--- src/rtl/if_pkg.sv ---
// if_pkg: shared constants and types for the instruction-fetch stage.
package if_pkg;
    localparam logic [31:0] NOP_INSTR = 32'h0;
    localparam logic [31:0] PC_STEP = 32'd4;
    typedef enum logic [1:0] {FETCH, WAIT, DROP} fetch_state_e;
    typedef struct packed {
        logic [31:0] pc;
        logic [31:0] ir;
    } fetch_entry_t;
endpackage

--- src/rtl/if_fetch_unit_if.sv ---
// if_fetch_unit_if: instruction-memory request (valid/ready) and response (rvalid) channel.
interface if_fetch_unit_if;
    logic        imem_req;
    logic [31:0] imem_addr;
    logic        imem_ready;
    logic        imem_rvalid;
    logic [31:0] imem_rdata;
    modport master (output imem_req, imem_addr, input imem_ready, imem_rvalid, imem_rdata);
    modport slave (input imem_req, imem_addr, output imem_ready, imem_rvalid, imem_rdata);
endinterface

--- src/rtl/if_fetch_queue.sv ---
// if_fetch_queue: power-of-two FIFO of fetched {pc, ir} entries; flush beats push.
module if_fetch_queue
    import if_pkg::*;
#(
    parameter int DEPTH = 2,
    localparam int AW = $clog2(DEPTH),
    localparam int CW = AW + 1
) (
    input  logic          clk,
    input  logic          rst,
    input  logic          push,
    input  logic          pop,
    input  logic          flush,
    input  fetch_entry_t  push_entry,
    output logic [CW-1:0] count,
    output fetch_entry_t  head
);
    fetch_entry_t  mem_q [DEPTH];
    logic [AW-1:0] rd_ptr_q, rd_ptr_d, wr_ptr_q, wr_ptr_d;
    logic [CW-1:0] count_q, count_d;
    always_comb begin
        rd_ptr_d = flush ? '0 : rd_ptr_q + AW'(pop);
        wr_ptr_d = flush ? '0 : wr_ptr_q + AW'(push);
        count_d = flush ? '0 : count_q + CW'(push) - CW'(pop);
    end
    always_ff @(posedge clk) begin
        if (rst) begin
            rd_ptr_q <= '0;
            wr_ptr_q <= '0;
            count_q <= '0;
        end else begin
            rd_ptr_q <= rd_ptr_d;
            wr_ptr_q <= wr_ptr_d;
            count_q <= count_d;
        end
    end
    always_ff @(posedge clk) begin
        if (!rst && push && !flush) mem_q[wr_ptr_q] <= push_entry;
    end
    assign count = count_q;
    assign head = mem_q[rd_ptr_q];
endmodule

--- src/rtl/if_fetch_unit.sv ---
// if_fetch_unit: fetch PC, single-outstanding imem request FSM and IF-side IR/PC outputs.
module if_fetch_unit
    import if_pkg::*;
#(
    parameter logic [31:0] RESET_PC = 32'h0000_0000,
    parameter int BUF_DEPTH = 2
) (
    input  logic                   clk,
    input  logic                   rst,
    input  logic                   stall,
    input  logic                   redirect,
    input  logic [31:0]            redirect_pc,
    if_fetch_unit_if.master        imem,
    output logic                   if_valid,
    output logic [31:0]            IR_IF,
    output logic [31:0]            PC_IF
);
    localparam int CW = $clog2(BUF_DEPTH) + 1;
    fetch_state_e  state_q, state_d;
    logic [31:0]   fetch_pc_q, fetch_pc_d, req_pc_q, req_pc_d;
    logic [CW-1:0] count;
    fetch_entry_t  head, push_entry;
    logic          accept, push, pop;
    // A request only issues while a queue slot is free, so every response has room.
    assign imem.imem_req = !rst && state_q == FETCH && !redirect && count < CW'(BUF_DEPTH);
    assign imem.imem_addr = fetch_pc_q;
    assign accept = imem.imem_req && imem.imem_ready;
    assign push = state_q == WAIT && imem.imem_rvalid && !redirect;
    assign pop = if_valid && !stall && !redirect;
    assign push_entry = '{pc: req_pc_q, ir: imem.imem_rdata};
    if_fetch_queue #(.DEPTH(BUF_DEPTH)) u_queue (
        .clk        (clk),
        .rst        (rst),
        .push       (push),
        .pop        (pop),
        .flush      (redirect),
        .push_entry (push_entry),
        .count      (count),
        .head       (head)
    );
    always_comb begin
        state_d = state_q;
        if (redirect) state_d = (state_q == FETCH || imem.imem_rvalid) ? FETCH : DROP;
        else if (accept) state_d = WAIT;
        else if (state_q != FETCH && imem.imem_rvalid) state_d = FETCH;
        fetch_pc_d = redirect ? {redirect_pc[31:2], 2'b00} : accept ? fetch_pc_q + PC_STEP : fetch_pc_q;
        req_pc_d = accept ? fetch_pc_q : req_pc_q;
    end
    always_ff @(posedge clk) begin
        if (rst) begin
            state_q <= FETCH;
            fetch_pc_q <= RESET_PC;
            req_pc_q <= RESET_PC;
        end else begin
            state_q <= state_d;
            fetch_pc_q <= fetch_pc_d;
            req_pc_q <= req_pc_d;
        end
    end
    assign if_valid = count != '0;
    assign IR_IF = if_valid ? head.ir : NOP_INSTR;
    assign PC_IF = if_valid ? head.pc : 32'h0;
endmodule

--- src/flat_wrapper.sv ---
// flat-port wrapper written by rule: the top's interface ports become plain ports
module if_fetch_unit_flat import if_pkg::*;
#(
    parameter logic [31:0] RESET_PC = 32'h0000_0000,
    parameter int BUF_DEPTH = 2
)
  (clk, rst, stall, redirect, redirect_pc, if_valid, IR_IF, PC_IF, imem_imem_req, imem_imem_addr, imem_imem_ready, imem_imem_rvalid, imem_imem_rdata);
  if_fetch_unit_if imem_i ();
  input  logic clk;
  input  logic rst;
  input  logic stall;
  input  logic redirect;
  input  logic [31:0] redirect_pc;
  output logic if_valid;
  output logic [31:0] IR_IF;
  output logic [31:0] PC_IF;
  output wire logic [$bits(imem_i.imem_req)-1:0] imem_imem_req;
  output wire logic [$bits(imem_i.imem_addr)-1:0] imem_imem_addr;
  input wire logic [$bits(imem_i.imem_ready)-1:0] imem_imem_ready;
  input wire logic [$bits(imem_i.imem_rvalid)-1:0] imem_imem_rvalid;
  input wire logic [$bits(imem_i.imem_rdata)-1:0] imem_imem_rdata;
  assign imem_imem_req = imem_i.imem_req;
  assign imem_imem_addr = imem_i.imem_addr;
  assign imem_i.imem_ready = imem_imem_ready;
  assign imem_i.imem_rvalid = imem_imem_rvalid;
  assign imem_i.imem_rdata = imem_imem_rdata;
  if_fetch_unit #(.RESET_PC(RESET_PC), .BUF_DEPTH(BUF_DEPTH)) u_core (.clk(clk), .rst(rst), .stall(stall), .redirect(redirect), .redirect_pc(redirect_pc), .imem(imem_i), .if_valid(if_valid), .IR_IF(IR_IF), .PC_IF(PC_IF));
endmodule
--- config.mk ---
export PLATFORM = sky130hd
export DESIGN_NAME = if_fetch_unit_flat
export DESIGN_NICKNAME = d
export VERILOG_FILES = /design/src/rtl/if_pkg.sv /design/src/rtl/if_fetch_unit_if.sv /design/src/rtl/if_fetch_queue.sv /design/src/rtl/if_fetch_unit.sv /design/src/flat_wrapper.sv
export SDC_FILE = /design/constraint.sdc
export NUM_CORES = 1
export LEC_CHECK = 0
export CORE_UTILIZATION = 30
export DETAILED_ROUTE_END_ITERATION = 8
export PLACE_DENSITY = 0.61
export SLEW_MARGIN = 20
export SYNTH_ARGS = -nofsm -noshare
export SYNTH_HDL_FRONTEND = slang
export SYNTH_SLANG_ARGS = --single-unit
export TNS_END_PERCENT = 5
--- constraint.sdc ---
create_clock -name clk -period 10.1 [get_ports clk]
set_input_delay 2.02 -clock clk [delete_from_list [all_inputs] [get_ports clk]]
set_output_delay 2.02 -clock clk [all_outputs]
set_load 0.05 [all_outputs]
==> impl_results.md <==
* Largest net degree at the start of global routing at 66
* Htree depth at 4
* Vias at 5352
* DIE WIDTH at 164 microns
* Crit path to: imem_imem_req
* Initial DRC Count at 301
* Full die area at 26900 sq um
* Routability congestion estimate at 0.758
* DR pass1 iterations at 7
* Clock sinks at 190
* Grt total ovfl at 0
* CP Launch Type: input pin
* Post-synth EDFFs at 124
* Async S/R FF share, synth at 0%
* Crit-path cells: buf_2 -> buf_4 -> nor4_4 -> nor2b_1 -> clkdlybuf4s50_1
* Most common cell after layout, fill and taps aside: clkdlybuf4s50_1
* Slew Limit Fails at 0
* Largest stage delay on the critical path at 0.81 ns
* Core footprint at 25500 sq um
* Nets at 882
* Cts bufs inserted at 17
* GRT Total Usage at 14.1%
* RR Startpoint: u_core.u_queue.count[1]
* Max_slew headroom at 43.6%
* Netlist cell types at 48
* Synth Cell Area at 7880 sq um
* Post_cts resized at 0
* TritonCTS clock tree: done
* Worst-path clk slew at 0.07 ns
* CTS Buffer Depth at 2
* Final min period at 5.76 ns
* Crit path arrival time at 3.74 ns
* Row cnt at 58
* Port buffer count at 161
* Worst Path Required at 8.08 ns
* Final Setup Violations at 0
* Layout cells sized above 1 at 7.91%
* Total Wirelength at 18.4 mm
* Slowest CP cell: clkdlybuf4s50_1
* Number of global-route vias before repair at 5157
* Post-DP HPWL at 11.9 mm
* Worst IR Drop VDD at 82.7 uV
* Antenna fix cells at 0
* Global-route wire length before repair at 28.9 mm
* CP endpoint kind: output port
* Outcome: complete, no violations
* CP Class: in2out
* Root Buffer: clkbuf_16
* R2r worst-path depth at 6
* Most frequent cells in the layout: clkdlybuf4s50_1, edfxtp_1, nor2_1
* Flop-to-flop setup slack at 7.82 ns
* Post-Syn Area per Cell at 11.9 sq um
* RR Endpoint: u_core.imem.imem_addr[15]
* Synth Instances at 663
* Worst-Skew Late Latency at 0.42 ns
* Final period util at 57.0%
* Area grow syn2layout at 31.8%
* Top FF cell, synth: edfxtp_1
* Setup bufs post-CTS at 0
* Initial antenna violation count at 0
* Die Span Y at 164 microns
* Hold WS at 0.455 ns
* Synth Register Bits at 190
* Final hold viol count at 0
* Vias per inst at 4.65
* Hold Crit Class: reg2reg
* Antenna viol nets, final at 0
* Number of hold buffers added after cts at 0
* Final TNS setup at 0 ns
* Unrepaired setup endpoints after global routing: no
* CP startpoint: rst
* Sequential element share of the synthesized area at 64.1%
* Final Instance Area at 10400 sq um
* Placed cell area at 9780 sq um
* Worst-margin pin slew at 0.842 ns
* Power Total at 1660 uW
* Critical path fanouts, max at 65
* Core Util, Final at 40.8%
* Synth warn at 0
* DRC violations left at 0
* F_max at 174 MHz
* Initial Util at 30.9%
* Pwr dens at 160 nW/um^2
* Top Ports at 168
* Max_cap viols at 0
* Worst Skew at 0.0104 ns
* Leakage power total at 0.00326 uW
* Wire length per cell at 16.0 microns
## critical path, delay by kind of cell
kind	cells	cell delay (ns)
buffers and inverters	3	1.22
AND/OR/NAND/NOR	2	0.50
## where the power goes
group	leakage, uW	switching, uW	internal [uW]
clock network	0.000291	307	376
logic	0.00129	73.0	52.7
registers	0.00167	16.8	834
## cells in the mapped netlist (2+ instances only)
| cell | count | area (sq um) |
|---|---|---|
| o22ai_1 | 11 | 68.8 |
| nor4_1 | 3 | 18.8 |
| buf_4 | 5 | 37.5 |
| xnor2_1 | 11 | 96.3 |
| nand3_1 | 10 | 50.1 |
| nand2b_1 | 2 | 12.5 |
| mux2i_1 | 64 | 641 |
| or2_2 | 2 | 12.5 |
| a31oi_1 | 5 | 31.3 |
| mux2_2 | 2 | 22.5 |
| inv_1 | 13 | 48.8 |
| buf_6 | 2 | 22.5 |
| nor3_1 | 5 | 25.0 |
| edfxtp_1 | 124 | 3720 |
| nor2_1 | 82 | 308 |
| o21ai_0 | 10 | 50.1 |
| nor2b_1 | 7 | 43.8 |
| a32oi_1 | 4 | 35.0 |
| or3_1 | 5 | 31.3 |
| nor3b_1 | 9 | 67.6 |
| nand2_1 | 75 | 282 |
| nand3b_1 | 2 | 15.0 |
| nor4_4 | 2 | 42.5 |
| buf_1 | 3 | 11.3 |
| a22oi_1 | 9 | 67.6 |
| ha_1 | 3 | 37.5 |
| xor2_1 | 5 | 43.8 |
| dfxtp_1 | 66 | 1320 |
| buf_2 | 7 | 35.0 |
| and3_1 | 4 | 25.0 |
| nand4_1 | 6 | 37.5 |
| nor4_2 | 8 | 100 |
| a21oi_1 | 53 | 265 |
| clkbuf_1 | 30 | 113 |
## logic make-up after synthesis
| group | Yosys count | synth area share (%) |
|---|---|---|
| AND/OR/NAND/NOR | 231 | 14.8 |
| flip-flops | 190 | 64.1 |
| XOR/XNOR | 16 | 1.78 |
| multiplexers | 66 | 8.42 |
| buffers and inverters | 60 | 3.40 |
| other | 1 | 0.0476 |
| adder cells (fa/ha/maj) | 3 | 0.477 |
| AO/OA/AOI/OAI | 96 | 7.01 |
## worst min-delay path by stage
stage / start / end / slack, ns / depth (start not counted)
after detailed placement: u_core.req_pc_q[30] / u_core.u_queue.mem_q[0][62] / 0.44 / 0
after floorplan: u_core.req_pc_q[2] / u_core.u_queue.mem_q[0][34] / 0.43 / 0
final: u_core.req_pc_q[4] / u_core.u_queue.mem_q[1][36] / 0.46 / 0
after CTS: u_core.req_pc_q[30] / u_core.u_queue.mem_q[1][62] / 0.45 / 0
after global routing: u_core.req_pc_q[23] / u_core.u_queue.mem_q[1][55] / 0.47 / 0
after global placement: u_core.req_pc_q[23] / u_core.u_queue.mem_q[0][55] / 0.43 / 0
## layer usage
layer | global-route usage (%) | up-vias | share of wire, %
met1 | 19.5 | 2523 | 48
li1 | - | 2670 | -
met5 | 0 | - | 0
met4 | 4.71 | 0 | 1.3
met2 | 22.2 | 148 | 46
met3 | 2.45 | 11 | 5.2
## final cells by class
type	count	area, sq um
Fill cell	2460	15100
Sequential cell	190	5050
Multi-Input combinational cell	416	2590
Timing Repair Buffer	171	1680
Clock buffer	18	429
Tap cell	330	413
Clock inverter	14	173
Inverter	13	48.8
## state kept, by name (all words and copies together) (netlist names)
signal and count:
u_core.imem.imem_addr 30, u_core.req_pc_q 30, u_core.state_q 2, u_core.u_queue.count 2, u_core.u_queue.mem_q 124, u_core.u_queue.rd_ptr_q 1, u_core.u_queue.wr_ptr_q 1
## per-stage QoR
step | instances | setup WS (ns)
floorplan | 666 | 2.52
global placement | 1120 | 4.31
detailed placement | 1120 | 4.30
CTS | 1152 | 4.31
global route | 1152 | 4.21
finish | 1152 | 4.34
No activity file was read; power rests on OpenSTA's default activity.
